**src/rtl/acc_core_mc.sv**
```systemverilog
// Multi-channel accumulator core.
// A run accepts unsigned samples into NUM_CH independent accumulators until the
// latched sample limit is reached or run_i drops. It then drains one channel
// result per cycle, in order 0..NUM_CH-1, on registered outputs.
module acc_core_mc #(
  parameter int unsigned IN_DATA_WIDTH = 8,
  parameter int unsigned DWIDTH        = 16,
  parameter int unsigned NUM_CH        = 4,
  parameter int unsigned CNT_WIDTH     = 8,
  parameter int unsigned SATURATE      = 1,
  localparam int unsigned CH_W         = (NUM_CH > 1) ? $clog2(NUM_CH) : 1
) (
  input  logic                     clk,
  input  logic                     reset,
  input  logic                     run_i,
  input  logic [CNT_WIDTH-1:0]     num_cnt_i,
  input  logic                     valid_i,
  input  logic [CH_W-1:0]          ch_i,
  input  logic [IN_DATA_WIDTH-1:0] number_i,
  output logic                     busy_o,
  output logic                     valid_o,
  output logic [CH_W-1:0]          ch_o,
  output logic [DWIDTH-1:0]        result_o,
  output logic                     ovf_o
);

  localparam logic [1:0] StIdle  = 2'd0;
  localparam logic [1:0] StRun   = 2'd1;
  localparam logic [1:0] StDrain = 2'd2;

  logic [1:0]           state_q, state_d;
  logic [DWIDTH-1:0]    acc_q [NUM_CH];
  logic [DWIDTH-1:0]    acc_d [NUM_CH];
  logic [NUM_CH-1:0]    flag_q, flag_d;
  logic [CNT_WIDTH-1:0] cnt_q, cnt_d;
  logic [CNT_WIDTH-1:0] lim_q, lim_d;
  logic [CH_W-1:0]      idx_q, idx_d;

  logic                 valid_d;
  logic [CH_W-1:0]      ch_d;
  logic [DWIDTH-1:0]    result_d;
  logic                 ovf_d;

  logic                 accept;
  logic [CNT_WIDTH-1:0] cnt_inc;
  logic [DWIDTH:0]      sum;

  // Next-state: run control, per-channel accumulate with overflow handling, drain index.
  always_comb begin
    state_d = state_q;
    acc_d   = acc_q;
    flag_d  = flag_q;
    cnt_d   = cnt_q;
    lim_d   = lim_q;
    idx_d   = idx_q;
    sum     = '0;
    accept  = (state_q == StRun) && run_i && valid_i && (32'(ch_i) < NUM_CH);
    cnt_inc = cnt_q + CNT_WIDTH'(1);

    case (state_q)
      StIdle: begin
        if (run_i) begin
          state_d = StRun;
          for (int unsigned k = 0; k < NUM_CH; k++) acc_d[k] = '0;
          flag_d = '0;
          cnt_d  = '0;
          lim_d  = num_cnt_i;
        end
      end
      StRun: begin
        if (!run_i) begin
          // Abort: the sample offered in this cycle is dropped, partial sums drained.
          state_d = StDrain;
          idx_d   = '0;
        end else if (accept) begin
          for (int unsigned k = 0; k < NUM_CH; k++) begin
            if (ch_i == CH_W'(k)) begin
              sum = {1'b0, acc_q[k]} +
                    {{(DWIDTH + 1 - IN_DATA_WIDTH){1'b0}}, number_i};
              if (sum[DWIDTH]) begin
                flag_d[k] = 1'b1;
                acc_d[k]  = (SATURATE != 0) ? {DWIDTH{1'b1}} : sum[DWIDTH-1:0];
              end else begin
                acc_d[k]  = sum[DWIDTH-1:0];
              end
            end
          end
          // Limit 0 means unlimited; the counter then wraps harmlessly.
          cnt_d = cnt_inc;
          if ((lim_q != '0) && (cnt_inc == lim_q)) begin
            state_d = StDrain;
            idx_d   = '0;
          end
        end
      end
      StDrain: begin
        if (idx_q == CH_W'(NUM_CH - 1)) begin
          state_d = StIdle;
          idx_d   = '0;
        end else begin
          idx_d = idx_q + CH_W'(1);
        end
      end
      default: state_d = StIdle;
    endcase
  end

  // Output next-state: present the channel the next cycle will drain, using post-update sums.
  always_comb begin
    valid_d  = 1'b0;
    ch_d     = '0;
    result_d = '0;
    ovf_d    = 1'b0;
    if (state_d == StDrain) begin
      valid_d = 1'b1;
      ch_d    = idx_d;
      for (int unsigned k = 0; k < NUM_CH; k++) begin
        if (idx_d == CH_W'(k)) begin
          result_d = acc_d[k];
          ovf_d    = flag_d[k];
        end
      end
    end
  end

  // State and output registers with asynchronous clear.
  always_ff @(posedge clk or posedge reset) begin
    if (reset) begin
      state_q  <= StIdle;
      for (int unsigned k = 0; k < NUM_CH; k++) acc_q[k] <= '0;
      flag_q   <= '0;
      cnt_q    <= '0;
      lim_q    <= '0;
      idx_q    <= '0;
      valid_o  <= 1'b0;
      ch_o     <= '0;
      result_o <= '0;
      ovf_o    <= 1'b0;
    end else begin
      state_q  <= state_d;
      for (int unsigned k = 0; k < NUM_CH; k++) acc_q[k] <= acc_d[k];
      flag_q   <= flag_d;
      cnt_q    <= cnt_d;
      lim_q    <= lim_d;
      idx_q    <= idx_d;
      valid_o  <= valid_d;
      ch_o     <= ch_d;
      result_o <= result_d;
      ovf_o    <= ovf_d;
    end
  end

  // Busy covers both the accepting and the draining phase.
  always_comb begin
    busy_o = (state_q != StIdle);
  end

endmodule

```
**config.mk**
```make
export PLATFORM = sky130hd
export DESIGN_NAME = acc_core_mc
export DESIGN_NICKNAME = d
export VERILOG_FILES = /design/src/rtl/acc_core_mc.sv
export SDC_FILE = /design/constraint.sdc
export NUM_CORES = 1
export LEC_CHECK = 0
export ABC_AREA = 1
export BUFFER_PORTS_ARGS = -buffer_cell sky130_fd_sc_hd__buf_2
export CORE_MARGIN = 3
export CORE_UTILIZATION = 49
export DETAILED_ROUTE_END_ITERATION = 10
export PLACE_DENSITY = 0.69
export SYNTH_ARGS = -nofsm -noshare
export SYNTH_HDL_FRONTEND = slang
export SYNTH_SLANG_ARGS = --single-unit
```
**constraint.sdc**
```tcl
create_clock -name clk -period 3.4 [get_ports clk]
set_clock_uncertainty 0.1 [all_clocks]
set_input_delay 0.34 -clock clk [delete_from_list [all_inputs] [get_ports clk]]
set_output_delay 0.34 -clock clk [all_outputs]
set_load 0.02 [all_outputs]
```
==> impl_metrics.env <==
export IMPL_status="finished with violations"
export IMPL_violations="negative hold slack"
export IMPL_worstSetupPathType="reg -> reg"
export IMPL_rsz0062_at_grt="false"
export IMPL_area_delta_synth_final_pct=8.929
export IMPL_routed_wl_mm=21.82
export IMPL_crit_fanout=12
export IMPL_post_synth_cell_area_avg_sq_um=6.975
export IMPL_synth_adder_area_share=0.07143
export IMPL_drtIter0Drc=586
export IMPL_report_final_slew_viol_count=0
export IMPL_syn_cell_area_sq_um=7777
export IMPL_seqPwrFrac=0.288
export IMPL_cts_resized=0
export IMPL_slowest_delay_ns=0.40
export IMPL_final_core_util=0.5512
export IMPL_synth_xor_area_share=0.02590
export IMPL_fin_crit_sh=0.9355
export IMPL_synth_edf_count=0
export IMPL_async_flop_share=1.000
export IMPL_final_hold_violation_count=15
export IMPL_start_util=0.5060
export IMPL_layout_common_cells="279 x nand2_1, 160 x inv_1, 121 x nand3_1"
export IMPL_cts_root_buffer="clkbuf_16"
export IMPL_grt_pass1_wl_mm=35.93
export IMPL_antenna_found_initial=0
export IMPL_drtAntennaViolNets=0
export IMPL_irDropWorstVdd_uv=442.1
export IMPL_final_cell_area_sq_um=8472
export IMPL_place_congestion=0.9174
export IMPL_final_net_count=1215
export IMPL_numPortBuffers=42
export IMPL_hold_buffers=0
export IMPL_placed_cells=1351
export IMPL_clk_pin_slew_worst_paths_ns=0.07
export IMPL_period_minus_slack_ns=3.181
export IMPL_leakagePower_nw=4.444
export IMPL_cpLargestDelayFamily="compound AO/OA/AOI/OAI gates"
export IMPL_clk_insertion_delay_late_ns=0.36
export IMPL_clock_sinks=108
export IMPL_cts_max_level=3
export IMPL_ys_seq_area_frac=0.3475
export IMPL_netlist_instances=1115
export IMPL_dp_hpwl_mm=16.36
export IMPL_drc=0
export IMPL_r2r_start="acc_q[32]"
export IMPL_cts_path_max_buffers=2
export IMPL_synth_warnings=0
export IMPL_intPower_mw=2.998
export IMPL_synth_compound_gate_area_share=0.1445
export IMPL_fp_dieW_um=132.0
export IMPL_wl_per_cell_um=15.96
export IMPL_drt_vias_per_instance=5.473
export IMPL_synth_top_family_by_area="simple AND/OR/NAND/NOR gates"
export IMPL_switchingPower_mw=2.871
export IMPL_synth_seq_cells=108
export IMPL_num_vias=7482
export IMPL_max_freq_mhz=314.4
export IMPL_coreArea_sq_um=15370
export IMPL_synth_nets=1179
export IMPL_synthSimpleGateAreaFrac=0.3108
export IMPL_switching_share=0.4892
export IMPL_final_common_cell="nand2_1"
export IMPL_finalSetupViolCount=0
export IMPL_path_cells="ha_1 -> fa_1 -> nand2_1 -> nand2_1 -> a21oi_1 -> o21ai_1 -> nand2_1 -> nor2_1 -> inv_1 -> o21ai_0 -> a21oi_1 -> nand2_1 -> nand3_1 -> nand2_1 -> nand2_1 -> nor2_1"
export IMPL_slowest_stage="fa_1"
export IMPL_grt_overflow=0
export IMPL_max_slew_worst_pin_slew_ns=0.7112
export IMPL_grt_pass1_vias=6955
export IMPL_hold_class="in -> async"
export IMPL_diodes=0
export IMPL_first_pass_iters=5
export IMPL_ys_types=45
export IMPL_path_buf_inv=1
export IMPL_ios=43
export IMPL_grt_use_total=0.2557
export IMPL_rows=45
export IMPL_synthMuxAreaShare=0
export IMPL_cts_tree="done"
export IMPL_dieArea_sq_um=17420
export IMPL_finalSetupTns_ns=0
export IMPL_grt_start_max_net_pins=59
export IMPL_worst_ep_required_time_ns=3.55
export IMPL_synth_ff_type="dfrtp_1"
export IMPL_numCtsBuffers=9
export IMPL_power_mw=5.868
export IMPL_critPathLaunch="acc_q[32]"
export IMPL_power_density_nw_per_um2=692.7
export IMPL_cp_end_kind="register"
export IMPL_fp_dieH_um=132.0
export IMPL_slew_limit_headroom=0.5259
export IMPL_setup_ws_ns=0.2192
export IMPL_final_cell_count_no_fill=1367
export IMPL_pwr_share_clk=0.183
export IMPL_cap_viol_max_count=0
export IMPL_drive_gt1_frac=0.08997
export IMPL_cp_start_kind="register"
export IMPL_comb_power_share=0.529
export IMPL_cpMostUsedCell="nand2_1"
export IMPL_pre_cts_ws_ns=0.2192
export IMPL_dpl_cell_area_sq_um=8178
export IMPL_crit_arrival_ns=3.33
export IMPL_holdWs_ns=-0.003587
export IMPL_cts_setup_buffers=0
==> cell type report <==
class / count / area, sq um
fill: 1512 / 6899
tap: 211 / 264.0
clock inverter: 6 / 65.06
timing repair buffer: 52 / 285.3
inverter: 166 / 625.6
clock buffer: 10 / 229.0
sequential: 108 / 2703
multi-input combinational: 814 / 4300
==> Yosys cell counts (all sizes together), types with 8 or more instances <==
| library cell | count | area share |
|---|---|---|
| xnor2 | 8 | 0.0090 |
| dfrtp | 108 | 0.35 |
| inv | 164 | 0.079 |
| a22oi | 18 | 0.017 |
| nand4 | 13 | 0.010 |
| clkbuf | 10 | 0.0048 |
| o21ai | 81 | 0.052 |
| a21oi | 62 | 0.045 |
| buf | 17 | 0.015 |
| nor4 | 9 | 0.0072 |
| o211ai | 8 | 0.0077 |
| or2 | 10 | 0.0080 |
| xor2 | 15 | 0.017 |
| ha | 38 | 0.061 |
| nand3 | 124 | 0.082 |
| nor2 | 103 | 0.054 |
| nand2 | 286 | 0.14 |
==> registers in the layout, summed over array words and instances, names as in the netlist <==
register	count
acc_q	64
ch_o	2
cnt_q	8
flag_q	4
idx_q	2
lim_q	8
ovf_o	1
result_o	16
state_q	2
valid_o	1
==> power by group through the flow <==
stage | registers (mW) | logic (mW) | clock network, mW
5_1_grt | 1.71 | 3.46 | 1.15
4_1_cts | 1.68 | 3.10 | 1.09
3_3_place_gp | 1.71 | 3.08 | 0
2_1_floorplan | 1.80 | 2.10 | 0
3_5_place_dp | 1.70 | 3.09 | 0
6_report | 1.69 | 3.11 | 1.07
==> metal layers <==
layer / share of wire / track usage / vias to the layer above
met5: 0 / 0 / -
met4: 0.014 / 0.05368 / 0
met3: 0.065 / 0.04504 / 24
met2: 0.46 / 0.4148 / 248
met1: 0.46 / 0.3609 / 3505
li1: - / - / 3705
==> final timing paths <==
check	slack (ns)	cells past startpoint	endpoint
hold reg to reg	0.42	2	flag_q[2]
min in group clk	0.07	3	lim_q[1]
setup reg to reg	0.22	16	result_o[15]
setup / recovery	0.22	16	result_o[15]
hold / removal	-0.004	2	flag_q[3]
max in group asynchronous	2.43	3	acc_q[20]
==> cells by family after synthesis <==
family / after synthesis
and+or+nand+nor: 556
AOI/OAI and AO/OA: 193
buffers and inverters: 193
DFF: 108
adders and majority gates: 42
xor gates and xnor gates: 23
No activity file was read; power rests on OpenSTA's default activity.
